==> src/rtl/test_status_monitor_trace_fifo.sv <==
// Jump-trace FIFO: power-of-two depth, pointers carry an extra wrap bit so
// full and empty are distinguishable. A push into a full FIFO is accepted
// only when a pop happens in the same cycle; otherwise it is reported lost.
module trace_fifo #(
  parameter int unsigned WIDTH = 8,
  parameter int unsigned DEPTH = 16
) (
  input  logic             clk,
  input  logic             rstn,
  input  logic             clear,
  input  logic             push,
  input  logic [WIDTH-1:0] push_data,
  input  logic             pop_ready,
  output logic             valid,
  output logic             push_drop,
  output logic [WIDTH-1:0] head
);

  localparam int unsigned AW = (DEPTH > 2) ? $clog2(DEPTH) : 1;

  logic [AW:0]      wr_ptr_q, wr_ptr_d;
  logic [AW:0]      rd_ptr_q, rd_ptr_d;
  logic [WIDTH-1:0] mem_q [DEPTH];
  logic             empty;
  logic             full;
  logic             pop;
  logic             wr_en;

  // Occupancy decode, handshake and pointer advance; clear empties the FIFO.
  always_comb begin
    empty     = (wr_ptr_q == rd_ptr_q);
    full      = (wr_ptr_q[AW] != rd_ptr_q[AW]) &&
                (wr_ptr_q[AW-1:0] == rd_ptr_q[AW-1:0]);
    pop       = !empty && pop_ready;
    wr_en     = push && (!full || pop);
    push_drop = push && full && !pop;
    wr_ptr_d  = wr_ptr_q + {{AW{1'b0}}, wr_en};
    rd_ptr_d  = rd_ptr_q + {{AW{1'b0}}, pop};
    if (clear) begin
      wr_ptr_d = '0;
      rd_ptr_d = '0;
    end
  end

  // Head is shown only while valid so an empty FIFO presents all-zero data.
  always_comb begin
    valid = !empty;
    head  = valid ? mem_q[rd_ptr_q[AW-1:0]] : '0;
  end

  // Pointer registers.
  always_ff @(posedge clk or negedge rstn) begin
    if (!rstn) begin
      wr_ptr_q <= '0;
      rd_ptr_q <= '0;
    end else begin
      wr_ptr_q <= wr_ptr_d;
      rd_ptr_q <= rd_ptr_d;
    end
  end

  // Record storage; contents are don't-care while the slot is not occupied.
  always_ff @(posedge clk) begin
    if (wr_en && !clear) begin
      mem_q[wr_ptr_q[AW-1:0]] <= push_data;
    end
  end

endmodule

==> config.mk <==
export PLATFORM = sky130hd
export DESIGN_NAME = trace_fifo
export DESIGN_NICKNAME = d
export VERILOG_FILES = /design/src/rtl/test_status_monitor_trace_fifo.sv
export SDC_FILE = /design/constraint.sdc
export NUM_CORES = 1
export LEC_CHECK = 0
export BUFFER_PORTS_ARGS = -buffer_cell sky130_fd_sc_hd__buf_4
export CELL_PAD_IN_SITES_DETAIL_PLACEMENT = 0
export CELL_PAD_IN_SITES_GLOBAL_PLACEMENT = 1
export CORE_UTILIZATION = 23
export DETAILED_ROUTE_END_ITERATION = 7
export GPL_TIMING_DRIVEN = 0
export PLACE_DENSITY = 0.49
export SETUP_SLACK_MARGIN = 0.3
export SYNTH_ARGS = -nofsm -noshare
export SYNTH_HDL_FRONTEND = slang
export SYNTH_SLANG_ARGS = --single-unit
==> constraint.sdc <==
create_clock -name clk -period 2.6 [get_ports clk]
set_input_delay 0.26 -clock clk [delete_from_list [all_inputs] [get_ports clk]]
set_output_delay 0.26 -clock clk [all_outputs]
set_load 0.005 [all_outputs]
* Word level (Yosys, flattened, before mapping)
Memory sizes are Yosys's and may differ from the RTL's.
Cells that the tools add are included.
** Storage, ports and cells
- Input port bits :: 13
- Bits in writable memories :: 128
- Flip-flop bits (word level) :: 10
- Output and inout bits :: 10
- Logic and storage cells :: 24
- Memories :: 1
** Memories
- mem_q :: depth 16, bits a word 8, read ports 1, clocked after Yosys merged registers in 0, write ports 1, line 23 : logic [WIDTH-1:0] mem_q [DEPTH];
** Cells by class
- Add/sub/neg operators :: 2
- Reduce and logical (&&, ||, !) cells :: 11
- Multiplexer cells :: 5
- Eq/ne operators :: 3
** Operators by type and width (number)
- adder 5 x 1 -> 5 bit :: 2
- two-way mux 5 bit :: 2
- two-way mux 8 bit :: 1
- logical AND 1 bit :: 6
- equality test 5 bit :: 1
- equality test 4 bit :: 1
- zero test 1 bit :: 4
- two-way mux 1 bit :: 2
- logical OR 1 bit :: 1
- inequality test 1 bit :: 1

* Longest topological paths before layout
Gate-level depths: netlist (run 1).
- Depth in word-level cells :: 8
- Mapped depth :: 12

* Worst setup path after synthesis (run 1)
Ideal clock, no wire load.
- Path type :: reg-to-reg
- Start :: register rd_ptr_q[1]
- End :: memory mem_q[0][0] (enable)
- Path slack :: 0.374 ns
- Required time :: 2.205 ns
- Buffers on the path :: 2
- Cell stages (with the launch flop) :: 7
- Arrival :: 1.832 ns
- Path through :: dfrtp_1 -> buf_6 -> buf_12 -> xnor2_2 -> nand4_2 -> nor3b_4 -> nor4_1
** On the way
- Word-level cells in the longest chain between the ends :: 8
- Elaborated cells on any way between the ends :: 11
** RTL lines
- start: declaration :: line 22 : logic [AW:0] rd_ptr_q, rd_ptr_d;
- start signal: assignment :: line 58 : rd_ptr_q <= rd_ptr_d;
- equality test 5 bit or equality test 4 bit (tied branches) :: line 31, 33
- zero test 1 bit or logical AND 1 bit (tied branches) :: line 34, 32
- logical AND 1 bit or zero test 1 bit (tied branches) :: line 34, 35
- logical OR 1 bit (*) :: line 35 : wr_en = push && (!full || pop);
- logical AND 1 bit (*) :: line 35
- logical AND 1 bit (*) :: line 64 : if (wr_en && !clear) begin
- two-way mux 1 bit (*) :: line 64
- two-way mux 1 bit (implied by the code) (*) :: line 65 : mem_q[wr_ptr_q[AW-1:0]] <= push_data;
- end: declaration :: line 23
Mark *: on every way between the ends. The rest lies on a longest branch, timed or not.

* Worst setup path in the final report (run 1)
- Start :: register rd_ptr_q[1]
- End :: output head[1]
** On the way
- Word-level cells in the longest chain between the ends :: 2
- Elaborated cells on any way between the ends :: 3
** RTL lines
- memory (16 x 8 bit) or equality test 5 bit (tied branches)
- two-way mux 8 bit (*) :: line 48 : head = valid ? mem_q[rd_ptr_q[AW-1:0]] : '0;
- end: declaration :: line 16 : output logic [WIDTH-1:0] head
Marked as above.

==> results of run 1 <==
registers in the layout, indices dropped and copies added (netlist names):
name      count
mem_q       128
wr_ptr_q      5
rd_ptr_q      5
Yosys cell counts, types with 2 or more instances:
cell type,count
mux2_2,4
nor2_1,12
clkbuf_1,4
mux4_1,6
and2_1,7
nor4_1,4
mux2_1,3
mux2i_1,12
nand2_1,4
nor3_1,12
o32ai_1,5
xor2_1,5
o31ai_1,5
nand2b_1,4
buf_4,2
ha_1,4
nor2b_1,17
dfrtp_1,10
o21ai_0,2
xnor2_1,5
nand3_1,6
o21a_1,3
edfxtp_1,128
mux4_2,18
buf_2,7
a211oi_1,7
buf_6,5
final cells by class:
class | instances | area, sq um
fill | 2344 | 16510
sequential | 138 | 4096
multi-input combinational | 152 | 1863
timing repair buffer | 59 | 730.7
clock buffer | 21 | 440.4
tap | 324 | 405.4
buffer | 20 | 220.2
clock inverter | 11 | 127.6
power breakdown:
part,switching (W),leakage (nW),internal [W]
clock,0.000853,0.283,0.00149
combinational,0.000420,0.934,0.000476
sequential,0.0000203,1.29,0.00245
total,0.00129,2.50,0.00442
worst max-delay path: cells and delay by family (launching register included):
kind	cells	cell delay [ns]
compound gates	1	0.10
flops	1	0.45
buf+inv	4	0.51
simple gates	1	0.17
mux	2	0.66
logic make-up (layout without fill, tap and decap cells):
| family | Yosys count | after routing | synth area share, % |
|---|---|---|---|
| DFF | 138 | 138 | 71.38 |
| and+or+nand+nor | 71 | 71 | 7.003 |
| xor gates and xnor gates | 11 | 11 | 1.811 |
| adders and majority gates | 4 | 4 | 0.8726 |
| muxes | 43 | 43 | 13.29 |
| buffers and inverters | 20 | 111 | 2.552 |
| AOI/OAI and AO/OA | 23 | 23 | 3.098 |
metal layers:
| layer | global-route usage (%) | part of all wire, % |
|---|---|---|
| met5 | 0 | 0 |
| met4 | 3.636 | 0.90 |
| met3 | 2.883 | 4.8 |
| met2 | 19.02 | 51 |
| met1 | 15.15 | 43 |
worst min path at each step:
| stage | startpoint | to | slack (ns) | cells after the start |
|---|---|---|---|---|
| 2_1_floorplan | rstn | rd_ptr_q[0]$_DFF_PN0_ | -0.04 | 0 |
| 3_3_place_gp | rstn | wr_ptr_q[0]$_DFF_PN0_ | 0.10 | 1 |
| 3_5_place_dp | rstn | wr_ptr_q[0]$_DFF_PN0_ | 0.10 | 1 |
| 4_1_cts | push_data[5] | mem_q[14][5]$_DFFE_PP_ | 0.15 | 1 |
| 5_1_grt | push_data[5] | mem_q[1][5]$_DFFE_PP_ | 0.16 | 1 |
| 6_report | push_data[7] | mem_q[11][7]$_DFFE_PP_ | 0.17 | 1 |
per-stage QoR:
step	TNS (ns)	worst slack, ns	hold slack [ns]	utilization, %
final	0	0.03658	0.1673	32.32
after global routing	-0.2959	-0.05168	0.1584	32.32
after CTS	-0.1231	-0.04084	0.1494	29.95
after detailed placement	0	0.06663	0.1034	26.36
after global placement	-44.81	-0.7297	0.1014	25.85
after floorplan	0	0.3735	-0.03559	-
timing repair:
| item | CTS | global route |
|---|---|---|
| hold endpoints to repair | 10 | 0 |
| hold buffers | 1 | 0 |
| buffers inserted | 6 | 21 |
| gates cloned | 0 | 4 |
| gates resized for setup | 52 | 51 |
| pin swaps | 13 | 28 |
| endpoints found under the setup margin | 97 | 136 |
==> metrics.md, run 1 <==
| Metric | Value |
|---|---|
| Arr. time, crit path | 2.30 ns |
| Layout Nets | 405 |
| Root buf cell | clkbuf_16 |
| Layout cells sized above 1 | 44.14% |
| Largest net degree at the start of global routing | 17 |
| Drt initial violations | 162 |
| Clk slew on worst S/H paths | 0.06 ns |
| Bufs on Longest Clock Path | 2 |
| Cts bufs inserted | 17 |
| Final instance area | 7884 sq um |
| Final WL | 14560 um |
| Critical R2R Capture | rd_ptr_q[4]$_DFF_PN0_ |
| Synthesized instance count | 310 |
| Clock Skew | 0.009002 ns |
| WS Path Type | reg -> out |
| Critical path launch point | rd_ptr_q[1]$_DFF_PN0_ |
| Syn_nets | 327 |
| Top_reg_cell synth | edfxtp_1 |
| Max IR drop VDD | 0.4546 mV |
| Chip width | 159.9 um |
| CP endpoint | head[1] |
| ANT cells | 0 |
| Crit path cell chain | buf_12, clkbuf_16, buf_6, mux4_2, mux2i_4, o32ai_2, and2_1, buf_6 |
| DR vias/cell | 4.286 |
| CTS tree | done |
| Outcome | complete, no violations |
| CORE AREA | 24390 sq um |
| CP max FO | 4 |
| Post-synth EDFFs | 128 |
| R2R cell count | 13 |
| Crit path time final | 2.563 ns |
| Setup-failing EPs final | 0 |
| Wire length of the first global-routing pass | 20870 um |
| Syn Area/Cell | 18.50 sq um |
| Row cnt | 57 |
| HP Class | in -> reg |
| Leading area contributor after synthesis | edfxtp_1 |
| Synth top area share | 67.02% |
| Dpl cell area | 6429 sq um |
| Htree depth | 4 |
| Commonest non-fill, non-tap cell in the layout | edfxtp_1 |
| Leakage | 2.505 nW |
| Yosys cell types | 36 |
| I/O pin count | 23 |
| Crit path largest cell delay | 0.45 ns |
| Chip Height | 159.9 um |
| Fmax | 390.1 MHz |
| Vias | 3107 |
| PwrDens | 724.3 nW/um^2 |
| Ys async rst share | 7.246% |
| Least-Margin Pin Slew | 0.6872 ns |
| CTS sink count | 138 |
| Die area | 25570 sq um |
| Grt total ovfl | 0 |
| Final Wtd Congestion | 0.6998 |
| Max-cap viol count | 0 |
| Register area share after synthesis | 71.38% |
| Clock latency on the worst-skew pair | 0.42 ns |
| Final Hold Fails | 0 |
| Synth warnings | 0 |
| Mapped Area | 5736 sq um |
| Fin. max-slew vios | 0 |
| RSZ-0062 raised after global routing | yes |
| Vias in the first global route | 3146 |
| DR WL/cell | 20.09 um |
| Total power | 0.005711 W |
| Placed Cells | 661 |
| Overall routing resource usage | 11.63% |
| Area Overhead vs Synth | 37.46% |
| Port Buffer Count | 22 |
| Antenna violations before repair | 0 |
| Register bit total from synthesis | 138 |
| Starting Density | 23.51% |
| Reg2Reg Setup Slack | 0.12 ns |
| Number of nets still failing antenna checks after routing | 0 |
| Non-Filler Instances | 725 |
| WP data required | 2.34 ns |
| Slowest CP cell | dfrtp_2 |
| Rel. slew slack | 54.19% |
| Period utilisation layout | 98.59% |
| Most frequent cells in the layout | edfxtp_1 (128), buf_4 (25), mux4_2 (22) |
| Cell mode on critical path | buf_6 |
| Crit path launch type | flop |
| Post-route DRC | 0 |
| Worst setup EP type | output port |
| Pre-antenna DRT Iters | 4 |
| Area contributors post-synth | edfxtp_1 (67%), mux4_2 (7.1%), dfrtp_1 (4.4%) |
| Post-DP HPWL | 9065 um |
| Worst R2R Start | rd_ptr_q[1]$_DFF_PN0_ |
Note: power is estimated with default switching activity, not from simulation.
==> run 2, diff against run 1 <==
CORE_MARGIN = 10   (was not set)
PLACE_DENSITY = not set   (was 0.49)
PLACE_DENSITY_LB_ADDON = 0.1   (was not set)
==> run 2 against run 1 <==
Compared with the run above: sequential share of layout area rose by 1.6 points; sequential power barely moved; non-clock buffer count fell by 14; clock power rose by 7%; count of clock-buffer cells in the layout fell by 3; wire length rose by 5.9%; global-route usage fell by 1.4 points; via count fell by 3.5%; final cell count fell by 1.9%; largest cell class unchanged; largest power group is now clock.
==> metrics.md, run 2 (synthesis results as in run 1) <==
| Metric | Value |
|---|---|
| Met2 global-route usage | 15.69% (was 19.02%) |
| Grt total ovfl | 0 (unchanged) |
| WP data required | 2.34 ns (about the same) |
| Cell mode on critical path | buf_4 (was buf_6) |
| Final Hold Fails | 0 (unchanged) |
| Gate power share | 14.7% (was 15.7%) |
| PwrDens | 761.8 nW/um^2 (was 724.3 nW/um^2) |
| Fin. max-slew vios | 0 (unchanged) |
| Top delay family on crit path | multiplexers (unchanged) |
| Chip Height | 177.9 um (was 159.9 um) |
| Commonest non-fill, non-tap cell in the layout | edfxtp_1 (unchanged) |
| Clock latency on the worst-skew pair | 0.42 ns (about the same) |
| Most frequent cells in the layout | edfxtp_1 (128), buf_4 (28), mux4_2 (22) (was edfxtp_1 (128), buf_4 (25), mux4_2 (22)) |
| Least-Margin Pin Slew | 0.5957 ns (was 0.6872 ns) |
| Dpl cell area | 6477 sq um (was 6429 sq um) |
| P_int | 0.004424 W (was 0.004417 W) |
| Setup-failing EPs final | 0 (unchanged) |
| Max IR drop VDD | 0.3925 mV (was 0.4546 mV) |
| Switching share of power | 24.05% (was 22.65%) |
| RSZ-0062 raised after global routing | yes (unchanged) |
| Area Overhead vs Synth | 33.31% (was 37.46%) |
| Clock Skew | 0.006936 ns (was 0.009002 ns) |
| WS Path Type | reg -> out (unchanged) |
| Overall routing resource usage | 10.19% (was 11.63%) |
| Crit path largest cell delay | 0.52 ns (was 0.45 ns) |
| Post-route DRC | 0 (unchanged) |
| Fmax | 386.9 MHz (was 390.1 MHz) |
| ANT cells | 0 (unchanged) |
| HP Class | in -> reg (unchanged) |
| Final Wtd Congestion | 0.6741 (was 0.6998) |
| Largest net degree at the start of global routing | 17 (unchanged) |
| Number of nets still failing antenna checks after routing | 0 (unchanged) |
| Arr. time, crit path | 2.32 ns (was 2.30 ns) |
| Max FFs per register | 128 (unchanged) |
| WP buf/inv | 3 (was 4) |
| DR vias/cell | 4.215 (was 4.286) |
| Placed Cells | 665 (was 661) |
| Slowest CP cell | mux4_2 (was dfrtp_2) |
| CP max FO | 8 (was 4) |
| Period utilisation layout | 99.40% (was 98.59%) |
| CTS tree | done (unchanged) |
| GR Util met1 | 13.70% (was 15.15%) |
| Pre-antenna DRT Iters | 4 (unchanged) |
| I/O pin count | 23 (unchanged) |
| Non-Filler Instances | 711 (was 725) |
| Final WL | 15430 um (was 14560 um) |
| Htree depth | 4 (unchanged) |
| Leakage | 2.437 nW (was 2.505 nW) |
| Finished Core Util | 31.26% (was 32.32%) |
| Reg2Reg Setup Slack | 0.19 ns (was 0.12 ns) |
| Chip width | 177.9 um (was 159.9 um) |
| Fillcell total | 2383 (was 2344) |
| Antenna violations before repair | 0 (unchanged) |
| Worst setup EP type | output port (unchanged) |
| Total Neg Setup Slack | 0 ns (unchanged) |
| Layout Nets | 391 (was 405) |
| Wire length of the first global-routing pass | 22660 um (was 20870 um) |
| Layout cells sized above 1 | 41.34% (was 44.14%) |
| Crit path cell chain | buf_12, buf_4, mux4_2, mux2i_4, o32ai_2, and2_1, buf_4 (was buf_12, clkbuf_16, buf_6, mux4_2, mux2i_4, o32ai_2, and2_1, buf_6) |
| Root buf cell | clkbuf_16 (unchanged) |
| CORE AREA | 24460 sq um (was 24390 sq um) |
| Max-cap viol count | 0 (unchanged) |
| Outcome | complete, no violations (unchanged) |
| Met3 Usage GRT | 2.529% (was 2.883%) |
| Layer carrying the most global-route usage | met2 (unchanged) |
| Post-DP HPWL | 10210 um (was 9065 um) |
| Starting Density | 23.45% (was 23.51%) |
| Net load switching power | 0.001401 W (was 0.001293 W) |
| Crit path time final | 2.584 ns (was 2.563 ns) |
| Final instance area | 7646 sq um (was 7884 sq um) |
| Crit path launch type | flop (unchanged) |
| DR WL/cell | 21.70 um (was 20.09 um) |
| Bufs on Longest Clock Path | 2 (unchanged) |
| Drt initial violations | 208 (was 162) |
| CTS sink count | 138 (unchanged) |
| Die area | 31650 sq um (was 25570 sq um) |
| Cts bufs inserted | 17 (unchanged) |
| Row cnt | 57 (unchanged) |
| Sequential share of power | 42.4% (was 43.3%) |
| Vias in the first global route | 3237 (was 3146) |
| Vias | 2997 (was 3107) |
| Clk pwr share | 43.0% (was 41.0%) |
| Clk slew on worst S/H paths | 0.06 ns (about the same) |
| Port Buffer Count | 22 (unchanged) |
| Rel. slew slack | 60.16% (was 54.19%) |
run 2: final cells by class:
| cell class | instances | area [sq um] | share of cell area, % |
|---|---|---|---|
| plain buffers | 20 | 227.7 | 2.978 |
| clock buffers | 18 | 439.2 | 5.744 |
| well taps | 324 | 405.4 | 5.302 |
| repair buffers | 45 | 424.2 | 5.547 |
| multi-input cells | 152 | 1886 | 24.66 |
| flip-flops and latches | 138 | 4095 | 53.56 |
| clock inverters | 14 | 168.9 | 2.209 |
run 2: stage by stage:
step	total power [W]	hold slack [ns]	worst slack, ns
detailed placement	0.003198	0.1103	0.04794
CTS	0.005856	0.1524	-0.01997
global placement	0.003196	0.1050	-0.7654
floorplan	0.002894	-0.03559	0.3735
global route	0.006066	0.1700	-0.07700
finish	0.005825	0.1720	0.01565
run 2: what timing repair did:
item / CTS / global route
pin swaps: 9 / 19
hold buffers: 1 / 0
setup buffers: 6 / 6
gates resized for setup: 52 / 40
endpoints found under the hold margin: 10 / 0
gates cloned: 1 / 0
endpoints found under the setup margin: 100 / 35
run 2: final timing paths:
check	startpoint	cells after the start	end
min in group asynchronous	rstn	2	wr_ptr_q[3]$_DFF_PN0_
max	rd_ptr_q[1]$_DFF_PN0_	7	head[0]
max reg2reg	rd_ptr_q[1]$_DFF_PN0_	12	rd_ptr_q[4]$_DFF_PN0_
max in group asynchronous	rstn	2	rd_ptr_q[0]$_DFF_PN0_
min	push_data[7]	1	mem_q[4][7]$_DFFE_PP_
min reg2reg	wr_ptr_q[4]$_DFF_PN0_	2	wr_ptr_q[4]$_DFF_PN0_
run 2: power groups by stage:
stage	combinational [W]	clock (W)	sequential (W)
after floorplan	0.000386	0	0.00251
after global placement	0.000686	0	0.00251
after detailed placement	0.000688	0	0.00251
after CTS	0.000825	0.00256	0.00247
after global routing	0.000926	0.00267	0.00247
final	0.000855	0.00250	0.00247
run 2: metal layers:
metal	wire length [um]	up-vias
met5	0	-
met4	133	0
met3	732	11
met2	7392	55
met1	7168	1564
li1	-	1367
